File: src/rtl/fetch_queue_pkg.sv
// rtl/fetch_queue_pkg.sv - shared widths, defaults and fetch-entry type
package fetch_queue_pkg;

    localparam int INSTR_LEN = 32;
    localparam int XLEN      = 32;
    localparam int FQ_DEPTH  = 4;
    localparam int FQ_SKID   = 2;

    typedef struct packed {
        logic [INSTR_LEN-1:0] instr;
        logic [XLEN-1:0]      tag;
    } fetch_entry_t;

endpackage

File: src/rtl/fetch_queue_ptr.sv
// rtl/fetch_queue_ptr.sv - wrapping queue pointer
module fq_ptr #(
    parameter int DEPTH = 4
) (
    input  logic                     clk,
    input  logic                     rst_n,
    input  logic                     clr,
    input  logic                     inc,
    output logic [$clog2(DEPTH)-1:0] ptr
);
    localparam int PW = $clog2(DEPTH);

    logic [PW-1:0] ptr_q;
    logic [PW-1:0] ptr_d;

    // DEPTH is a power of two, so natural overflow gives the wrap to 0.
    always_comb begin
        ptr_d = ptr_q;
        if (clr) begin
            ptr_d = '0;
        end else if (inc) begin
            ptr_d = ptr_q + PW'(1);
        end
    end

    always_ff @(posedge clk or negedge rst_n) begin
        if (!rst_n) begin
            ptr_q <= '0;
        end else begin
            ptr_q <= ptr_d;
        end
    end

    assign ptr = ptr_q;

endmodule

File: src/rtl/fetch_queue.sv
// rtl/fetch_queue.sv - in-order instruction fetch queue with skid-based stall
module fetch_queue
    import fetch_queue_pkg::*;
#(
    parameter int DEPTH = FQ_DEPTH,
    parameter int SKID  = FQ_SKID
) (
    input  logic                       clk,
    input  logic                       rst_n,
    input  logic                       flush,
    input  logic [INSTR_LEN-1:0]       in_instr,
    input  logic                       in_valid,
    input  logic [XLEN-1:0]            in_tag,
    output logic                       fetch_stall,
    output logic [INSTR_LEN-1:0]       out_instr,
    output logic [XLEN-1:0]            out_tag,
    output logic                       out_valid,
    input  logic                       out_ready,
    output logic [$clog2(DEPTH+1)-1:0] count,
    output logic                       overflow_err
);
    localparam int PW = $clog2(DEPTH);
    localparam int CW = $clog2(DEPTH + 1);
    localparam logic [CW-1:0] FULL_LEVEL  = CW'(DEPTH);
    localparam logic [CW-1:0] STALL_LEVEL = CW'(DEPTH - SKID);

    logic [CW-1:0] count_q;
    logic [CW-1:0] count_d;
    logic          overflow_q;
    logic          overflow_d;
    logic [PW-1:0] rd_ptr;
    logic [PW-1:0] wr_ptr;
    logic          push;
    logic          pop;
    logic          drop;
    fetch_entry_t  mem_q [DEPTH];
    fetch_entry_t  head;

    assign out_valid = (count_q != '0);
    assign pop       = out_valid && out_ready && !flush;
    assign push      = in_valid && !flush && ((count_q < FULL_LEVEL) || pop);
    assign drop      = in_valid && !flush && !push;

    always_comb begin
        count_d    = count_q;
        overflow_d = overflow_q | drop;
        if (flush) begin
            count_d = '0;
        end else if (push && !pop) begin
            count_d = count_q + CW'(1);
        end else if (pop && !push) begin
            count_d = count_q - CW'(1);
        end
    end

    always_ff @(posedge clk or negedge rst_n) begin
        if (!rst_n) begin
            count_q    <= '0;
            overflow_q <= 1'b0;
        end else begin
            count_q    <= count_d;
            overflow_q <= overflow_d;
        end
    end

    // Storage is deliberately unreset; out_valid alone qualifies the head.
    always_ff @(posedge clk) begin
        if (push) begin
            mem_q[wr_ptr] <= '{instr: in_instr, tag: in_tag};
        end
    end

    fq_ptr #(.DEPTH(DEPTH)) u_rd_ptr (
        .clk   (clk),
        .rst_n (rst_n),
        .clr   (flush),
        .inc   (pop),
        .ptr   (rd_ptr)
    );

    fq_ptr #(.DEPTH(DEPTH)) u_wr_ptr (
        .clk   (clk),
        .rst_n (rst_n),
        .clr   (flush),
        .inc   (push),
        .ptr   (wr_ptr)
    );

    assign head         = mem_q[rd_ptr];
    assign out_instr    = head.instr;
    assign out_tag      = head.tag;
    assign count        = count_q;
    assign fetch_stall  = (count_q >= STALL_LEVEL);
    assign overflow_err = overflow_q;

endmodule

File: config.mk
export PLATFORM = sky130hd
export DESIGN_NAME = fetch_queue
export DESIGN_NICKNAME = d
export VERILOG_FILES = /design/src/rtl/fetch_queue_pkg.sv /design/src/rtl/fetch_queue_ptr.sv /design/src/rtl/fetch_queue.sv
export SDC_FILE = /design/constraint.sdc
export NUM_CORES = 1
export LEC_CHECK = 0
export ABC_CLOCK_PERIOD_IN_PS = 16100
export CAP_MARGIN = 15
export CORE_MARGIN = 2
export CORE_UTILIZATION = 55
export CTS_CLUSTER_DIAMETER = 150
export DETAILED_ROUTE_END_ITERATION = 6
export PLACE_DENSITY_LB_ADDON = 0.3
export REMOVE_ABC_BUFFERS = 1
export SYNTH_ARGS = -nofsm -noshare
export SYNTH_HDL_FRONTEND = slang
export SYNTH_HIERARCHICAL = 1
export SYNTH_SLANG_ARGS = --single-unit
File: constraint.sdc
create_clock -name clk -period 16.1 [get_ports clk]
set_clock_uncertainty 0.15 [all_clocks]
set_input_delay 1.61 -clock clk [delete_from_list [all_inputs] [get_ports clk]]
set_output_delay 1.61 -clock clk [all_outputs]
set_load 0.01 [all_outputs]
==> results.txt, run 1 <==
status -> completed
routed wl met3 -> 1176 um
Worst setup SP type -> flip-flop
Worst Setup End Kind -> output port
vias per inst -> 5.670
placer congestion estimate -> 0.7225
htree depth -> 1
clk_lat worst skew -> 0.51 ns
final WL -> 17,060 um
max cap viols -> 0
mean post-synth cell area -> 25.34 um^2
placed cells -> 750
CP max FO -> 50
clk root buf -> clkbuf_16
CP cell instances -> buf_4 -> mux4_1 -> clkdlybuf4s50_1
share of flip-flops with an asynchronous set or reset -> 3.030%
Row Count -> 49
met2 WL -> 8607 um
chip height -> 138.1 um
Setup Buffers After CTS -> 0
# setup viols final -> 0
worst-case clock buffer depth -> 3
Worst path depth -> 3
FF-to-FF setup slack -> 13.68 ns
Initial Util -> 55.59%
area leader, netlist -> edfxtp_1
Setup TNS -> 0 ns
Die ar. -> 0.01906 mm^2
Ys Warns -> 6
reg2reg path depth -> 7
Post-CTS Hold Buffers -> 0
first-pass GRT wire length -> 26,740 um
synthesis-to-finish area growth -> 24.46%
Reg area -> 0.007893 mm^2
pin count of the biggest net entering global routing -> 67
peak supply drop -> 0.0001206 V
max incr delay on CP -> 0.83 ns
Filler Cell Count -> 1,114
Hold Path Depth -> 1
Crit-path slowest cell -> buf_4
TritonRoute pass-1 iters -> 6
share of cells above drive strength 1 -> 17.17%
DP Wirelength -> 9945 um
Fmax achieved -> 203.6 MHz
Overall Power -> 1550 uW
cell family with most CP delay -> buffers and inverters
# diodes -> 0
Worst EP required -> 14.34 ns
Worst Tran Pin Value -> 0.9911 ns
initial antenna violation count -> 0
count of cell types in the netlist -> 34
hold slack -> 0.3022 ns
via count -> 4,502
Synth Register Bits -> 264
max_slew headroom -> 33.93%
Core Region -> 0.01778 mm^2
leak pwr -> 0.003913 uW
Num CTS Buffers -> 26
sequential-to-total area share from yosys stat -> 79.81%
fin cells -> 794
GRT Residual Overflow -> 0
fin. max-slew vios -> 0
WP data arrival -> 3.15 ns
clk sink count -> 264
fin nets -> 619
number of I/O port buffers -> 138
Avg WL per Cell -> 21.49 um
vias in the first global route -> 4,857
Total Routing Usage GR -> 18.06%
Gate Count Post-Synth -> 390
Routed Antenna Nets -> 0
DRC -> 0
CP Class -> reg2out
Final Hold Viols -> 0
min-delay worst type -> reg2reg
Pwr Density -> 126.0 mW/mm^2
Die Wd -> 138.1 um
footprint of the multi-input gates -> 0.001882 mm^2
EDFF count, synth -> 256
post-synth top area share -> 77.78%
CTS resizes -> 0
Final Cycle Share -> 30.51%
Synth area leaders -> edfxtp_1 (78%), mux4_2 (9.1%), mux4_1 (6.4%), dfrtp_1 (2.0%), buf_6 (0.80%)
max layer used -> met4
clock period minus final worst setup slack -> 4.913 ns
initial DRC count -> 215
clock slew at reported path FFs -> 0.06 ns
met1 wire length -> 6959 um
RSZ-0062 raised after global routing -> false
worst path buffer plus inverter count -> 2
post-synth design cell area -> 0.009883 mm^2
IO Count -> 139
post-layout util -> 69.18%
ys flop type -> edfxtp_1
TritonCTS clock tree -> done
-- power breakdown --
group	leakage (uW)	internal, uW	switching, uW
clock network	0.000378	319	231
logic	0.00111	121	86.6
registers	0.00242	779	13.4
total	0.00391	1220	331
-- final cells by class --
type / count / area share (%)
multi-input cells: 107 / 15.30
repair buffers: 146 / 11.72
inverters: 4 / 0.1221
clock inverters: 13 / 0.7527
well taps: 229 / 2.329
clock buffers: 31 / 5.615
flip-flops and latches: 264 / 64.16
-- layout by cell type (no fill, tap or decap), types with 5 or more instances in the layout --
master and instances:
dfrtp_1 6, clkinv_2 5, clkbuf_16 27, mux4_1 24, mux4_2 40, clkdlybuf4s50_1 138
buf_4 8, edfxtp_1 256
-- kinds of logic after synthesis --
kind of cell               synth area share [%]
AOI/OAI and AO/OA                         1.481
xor gates and xnor gates                 0.1773
adders and majority gates                0.2026
buffers and inverters                     1.355
DFF                                       79.81
muxes                                     15.50
and+or+nand+nor                           1.481
-- routing by layer --
| layer | vias up | GRT usage, % |
|---|---|---|
| met4 | 0 | 5.102 |
| met1 | 2311 | 23.62 |
| met5 | - | 0 |
| li1 | 2013 | - |
| met2 | 149 | 30.64 |
| met3 | 29 | 4.607 |
-- per-stage QoR --
step | worst slack, ns | area [um^2]
2_1_floorplan | 8.780 | 9764
3_3_place_gp | 11.66 | 11520
3_5_place_dp | 11.64 | 11520
4_1_cts | 11.09 | 12300
5_1_grt | 10.99 | 12300
6_report | 11.19 | 12300
-- cell usage after synthesis, types with 2 or more instances --
| library cell | number |
|---|---|
| buf_6 | 7 |
| a21bo_1 | 2 |
| a21oi_2 | 2 |
| nor3b_1 | 3 |
| edfxtp_1 | 256 |
| a21oi_1 | 3 |
| inv_1 | 4 |
| nor2_1 | 4 |
| mux4_2 | 40 |
| dfrtp_1 | 8 |
| nand3b_1 | 3 |
| mux4_1 | 24 |
| xnor2_1 | 2 |
| buf_2 | 6 |
| a21o_1 | 2 |
| clkbuf_2 | 2 |
| nor2b_1 | 4 |
| nand2b_1 | 2 |
-- worst paths after layout --
path / start / to
worst min register to register: overflow_err / overflow_err
min in group asynchronous: rst_n / overflow_err
worst max register to register: count[1] / count[1]
worst max-delay path: u_rd_ptr/ptr[0] / out_instr[0]
worst min-delay path: overflow_err / overflow_err
max in group asynchronous: rst_n / u_rd_ptr/ptr[0]
-- sequential cells by signal, summed over array words and instances, names as in the netlist --
signal and cells:
mem_q 256, count 3, u_rd_ptr/ptr 2, u_wr_ptr/ptr 2
overflow_err 1
Power figures use the tool's default switching activity.
==> run 2: changes to the inputs <==
ABC_CLOCK_PERIOD_IN_PS = 4200   (was 16100)
CORE_UTILIZATION = 49   (was 55)
clock period = 4.2 ns   (was 16.1 ns; I/O delays follow)
==> run 2 against run 1 <==
Net effect: final area is 1.5% higher; sequential share of layout area is 0.95 points lower; combinational power grew to 3.8 times the previous value.
==> results.txt, run 2 (synthesis results as in run 1) <==
status -> completed
Crit-path slowest cell -> dfrtp_4
Setup TNS -> 0 ns (unchanged)
chip height -> 146.0 um (+5.8%)
CP Class -> reg2out
initial DRC count -> 258 (+20%)
Filler Cell Count -> 1,392 (+25%)
Worst Tran Pin Value -> 0.8014 ns (-0.1897 ns)
Largest Register -> mem_q
fin. max-slew vios -> 0 (unchanged)
Pwr Density -> 494.3 mW/mm^2 (+290%)
Worst path depth -> 3 (unchanged)
peak supply drop -> 0.0003583 V (+200%)
CP cell instances -> buf_4 -> mux4_1 -> clkdlybuf4s50_1
vias per inst -> 5.428 (-4.3%)
max incr delay on CP -> 0.84 ns (about the same)
DP Wirelength -> 10,430 um (+4.8%)
number of I/O port buffers -> 138 (unchanged)
Die ar. -> 0.02132 mm^2 (+12%)
max FFs per register -> 256 (unchanged)
CTS resizes -> 0 (unchanged)
Reg area -> 0.007893 mm^2 (unchanged)
TritonRoute pass-1 iters -> 4 (-2)
Final Cycle Share -> 81.85%
vias in the first global route -> 4,867 (+0.21%)
Die Wd -> 146.0 um (+5.8%)
worst path buffer plus inverter count -> 2 (unchanged)
worst r2r dst -> count[1]
Initial Util -> 50.29% (-5.3 points)
clock period minus final worst setup slack -> 3.438 ns
CP max FO -> 33 (-34%)
most frequent cells in the layout -> edfxtp_1 (256), clkdlybuf4s50_1 (138), mux4_2 (40)
clk root buf -> clkbuf_16
DRC -> 0 (unchanged)
Overall Power -> 6171 uW (+300%)
share of cells above drive strength 1 -> 18.53% (+1.4 points)
htree depth -> 1 (unchanged)
placed cells -> 789 (+5.2%)
via count -> 4,549 (+1.0%)
initial antenna violation count -> 1 (+1)
# setup viols final -> 0 (unchanged)
hold slack -> 0.04223 ns (-0.2600 ns)
fin nets -> 622 (+0.48%)
reg2reg path depth -> 7 (unchanged)
commonest non-fill, non-tap cell in the layout -> edfxtp_1
Row Count -> 51 (+4.1%)
fin cells -> 838 (+5.5%)
Worst Setup End Kind -> output port
placer congestion estimate -> 0.7179 (-0.64%)
max cap viols -> 0 (unchanged)
max_slew headroom -> 46.57% (+13 points)
Core Region -> 0.01965 mm^2 (+11%)
synthesis-to-finish area growth -> 26.33%
Final Hold Viols -> 0 (unchanged)
IO Count -> 139 (unchanged)
WP data arrival -> 2.87 ns (-0.28 ns)
Total Routing Usage GR -> 16.86% (-1.2 points)
Worst EP required -> 3.63 ns (-10.71 ns)
FF-to-FF setup slack -> 1.67 ns (-12.01 ns)
Fmax achieved -> 290.9 MHz
Num CTS Buffers -> 26 (unchanged)
min-delay worst type -> in2async
Post-CTS Hold Buffers -> 0 (unchanged)
GRT Residual Overflow -> 0 (unchanged)
Routed Antenna Nets -> 0 (unchanged)
clock slew at reported path FFs -> 0.06 ns (about the same)
Worst setup SP type -> flip-flop
DP Area -> 0.01161 mm^2 (+0.80%)
clk sink count -> 264 (unchanged)
worst-case clock buffer depth -> 3 (unchanged)
pin count of the biggest net entering global routing -> 48 (-28%)
cell family with most CP delay -> buffers and inverters
footprint of the multi-input gates -> 0.001882 mm^2 (unchanged)
first-pass GRT wire length -> 27,800 um (+4.0%)
leak pwr -> 0.003997 uW (+2.2%)
TritonCTS clock tree -> done
clk_lat worst skew -> 0.51 ns (about the same)
Worst R2R Start -> count[1]
Avg WL per Cell -> 21.22 um (-1.2%)
RSZ-0062 raised after global routing -> false
Setup Buffers After CTS -> 0 (unchanged)
final WL -> 17,780 um (+4.2%)
final instance area -> 0.01249 mm^2 (+1.5%)
## run 2: layer usage
layer / track usage (%) / part of all wire, % / vias up
li1: - / - / 2026
met4: 3.883 / 1.4 / 0
met2: 28.77 / 50 / 157
met1: 23.08 / 42 / 2342
met3: 3.000 / 7.1 / 24
met5: 0 / 0 / -
## run 2: how the worst max path moves through the flow
stage / from / slack [ns] / to
2_1_floorplan: count[2] / -1.94 / mem_q[1][0]
3_3_place_gp: u_rd_ptr/ptr[0] / 1.24 / out_instr[16]
3_5_place_dp: in_valid / 1.17 / mem_q[3][59]
4_1_cts: u_rd_ptr/ptr[0] / 0.66 / out_tag[5]
5_1_grt: u_rd_ptr/ptr[0] / 0.58 / out_tag[5]
6_report: u_rd_ptr/ptr[0] / 0.76 / out_tag[5]
## run 2: layout make-up
class	instances	share of cell area, %
Clock buffer	30	5.502
Multi-Input combinational cell	107	15.07
Sequential cell	264	63.21
Inverter	4	0.1203
Antenna cell	1	0.02004
Clock inverter	18	1.493
Tap cell	265	2.656
Timing Repair Buffer	149	11.93
## run 2: per-stage QoR
stage                     util [%]  setup WS [ns]
after floorplan                  -         -1.938
after global placement       59.07          1.235
after detailed placement     59.07          1.171
after CTS                    63.52         0.6610
after global routing         63.52         0.5770
final                        63.53         0.7623
## run 2: report_power, final
| group | switching, uW | internal [uW] | leakage [uW] | total (uW) |
|---|---|---|---|---|
| sequential | 73.1 | 2980 | 0.00242 | 3060 |
| combinational | 320 | 469 | 0.00113 | 789 |
| clock | 911 | 1410 | 0.000441 | 2320 |
| total | 1300 | 4870 | 0.00400 | 6170 |
## run 2: worst reg2reg max path, delay by kind of cell, from the launching register on
family                     cells  cell delay [ns]
and+or+nand+nor                4             1.08
AOI/OAI and AO/OA              2             0.27
DFF                            1             0.49
adders and majority gates      1             0.46
==> run 3: changes to the inputs <==
ABC_CLOCK_PERIOD_IN_PS = 3430   (was 4200)
CORE_UTILIZATION = 54   (was 49)
clock period = 3.43 ns   (was 4.2 ns; I/O delays follow)
==> run 3 against run 2 <==
Net effect: largest cell class unchanged; sequential power is 22% higher; via count grew 0.44%; count of clock-buffer cells in the layout increased by 5; non-clock buffer count is the same; first-iteration DRC count is 1.2% lower; flip-flop and latch count stayed put; utilization up 6.6 points; hold slack gained 0.27 ns; routed wire length is 2.4% higher.
==> results.txt, run 3 (synthesis results as in run 1) <==
DRC -> 0 (unchanged)
Worst setup SP type -> flip-flop
Setup crit start -> u_rd_ptr/ptr[0]
max FFs per register -> 256 (unchanged)
Place WS -> 0.6146 ns (-0.5564 ns)
max cap viols -> 0 (unchanged)
first-pass GRT wire length -> 27,920 um (+0.45%)
pin count of the biggest net entering global routing -> 67 (+40%)
# diodes -> 0 (-1)
Final Hold Viols -> 0 (unchanged)
clock slew at reported path FFs -> 0.06 ns (about the same)
WP data arrival -> 2.64 ns (-0.23 ns)
Worst Setup End Kind -> output port
placed cells -> 752 (-4.7%)
Fmax achieved -> 319.6 MHz
commonest non-fill, non-tap cell in the layout -> edfxtp_1
via count -> 4,569 (+0.44%)
Final WS setup -> 0.3013 ns (-0.4611 ns)
clk root buf -> clkbuf_16
Hold Startpoint -> in_tag[25]
fin. max-slew vios -> 0 (unchanged)
reg2reg path depth -> 7 (unchanged)
initial DRC count -> 255 (-1.2%)
DP Wirelength -> 10,510 um (+0.81%)
vias in the first global route -> 4,803 (-1.3%)
clock period minus final worst setup slack -> 3.129 ns
Routed Antenna Nets -> 0 (unchanged)
max incr delay on CP -> 0.65 ns (-0.19 ns)
clk_lat worst skew -> 0.51 ns (about the same)
Total Routing Usage GR -> 18.85% (+2.0 points)
Crit-path slowest cell -> dfrtp_4
hold slack -> 0.3154 ns (+0.2732 ns)
Initial Util -> 55.02% (+4.7 points)
Worst R2R Start -> count[1]
share of cells above drive strength 1 -> 18.56% (+0.032 points)
Pwr Density -> 624.3 mW/mm^2 (+26%)
Num CTS Buffers -> 26 (unchanged)
initial antenna violation count -> 0 (-1)
TritonCTS clock tree -> done
clk sink count -> 264 (unchanged)
htree depth -> 1 (unchanged)
Row Count -> 49 (-3.9%)
final instance area -> 0.01260 mm^2 (+0.89%)
CP cell instances -> buf_12 -> mux4_1 -> clkdlybuf4s50_1
CP Class -> reg2out
worst r2r dst -> count[1]
Die Wd -> 139.3 um (-4.6%)
worst-case clock buffer depth -> 3 (unchanged)
synthesis-to-finish area growth -> 27.46%
Worst EP required -> 2.94 ns (-0.69 ns)
final WL -> 18,210 um (+2.4%)
most frequent cells in the layout -> edfxtp_1 (256), clkdlybuf4s50_1 (138), mux4_2 (40)
GRT Residual Overflow -> 0 (unchanged)
CP max FO -> 30 (-9.1%)
placer congestion estimate -> 0.7615 (+6.1%)
DP Area -> 0.01161 mm^2 (unchanged)
# setup viols final -> 0 (unchanged)
TritonRoute pass-1 iters -> 5 (+1)
chip height -> 139.3 um (-4.6%)
Die ar. -> 0.01940 mm^2 (-9.0%)
min-delay worst type -> in2reg
max_slew headroom -> 36.84% (-9.7 points)
number of I/O port buffers -> 138 (unchanged)
fin cells -> 800 (-4.5%)
Avg WL per Cell -> 22.76 um (+7.2%)
status -> completed
fin nets -> 622 (unchanged)
Largest Register -> mem_q
Hold Path Depth -> 1
Worst Tran Pin Value -> 0.9473 ns (+0.1460 ns)
leak pwr -> 0.004050 uW (+1.3%)
IO Count -> 139 (unchanged)
Core Region -> 0.01796 mm^2 (-8.6%)
Final Cycle Share -> 91.22%
FF-to-FF setup slack -> 1.02 ns (-0.65 ns)
peak supply drop -> 0.0003758 V (+4.9%)
RSZ-0062 raised after global routing -> false
hold path endpoint -> mem_q[2][25]
vias per inst -> 5.711 (+5.2%)
==> run 3: worst max-delay path by stage <==
stage | slack (ns) | endpoint | depth (start not counted)
5_1_grt | 0.19 | out_instr[14] | 3
6_report | 0.30 | out_instr[11] | 3
3_3_place_gp | 0.74 | mem_q[3][26] | 6
4_1_cts | 0.24 | out_instr[11] | 3
2_1_floorplan | -2.71 | mem_q[1][0] | 3
3_5_place_dp | 0.61 | mem_q[3][59] | 6
==> run 3: final cells by class <==
type                            count  area (um^2)
Tap cell                          229        286.5
Sequential cell                   264         7895
Clock buffer                       35        765.7
Inverter                            4        15.01
Timing Repair Buffer              149         1541
Clock inverter                     12        211.5
Multi-Input combinational cell    107         1882
Fill cell                        1049         5366
==> run 3: per-layer routing <==
layer	track usage (%)	vias to the layer above	share of wire [%]
met3	4.439	11	6.8
li1	-	2017	-
met2	31.53	162	52
met5	0	-	0
met4	3.881	0	0.68
met1	26.02	2379	41
==> run 3: what timing repair did <==
item / CTS / global route
resized for setup: 0 / 0
buffers inserted: 0 / 0
endpoints found under the setup margin: 0 / 0
endpoints found under the hold margin: 8 / 0
hold buffers: 1 / 0
==> run 3: critical path: cells and delay by family (launching register included) <==
kind / cells / cell delay, ns
buffers and inverters: 2 / 0.81
muxes: 1 / 0.64
DFF: 1 / 0.65
==> run 3: stage by stage <==
stage | setup TNS, ns | power [uW] | util, %
after global routing | 0 | 8128 | 70.13
after floorplan | -504.08 | 4277 | -
final | 0 | 7865 | 70.13
after detailed placement | 0 | 4805 | 64.63
after global placement | 0 | 4779 | 64.63
after CTS | 0 | 7944 | 70.13
==> run 3: where the power goes <==
part / internal, uW / switching (uW) / total, uW / leakage [uW]
clock network: 2010 / 1130 / 3140 / 0.000482
logic: 587 / 406 / 993 / 0.00114
registers: 3650 / 80.9 / 3740 / 0.00242
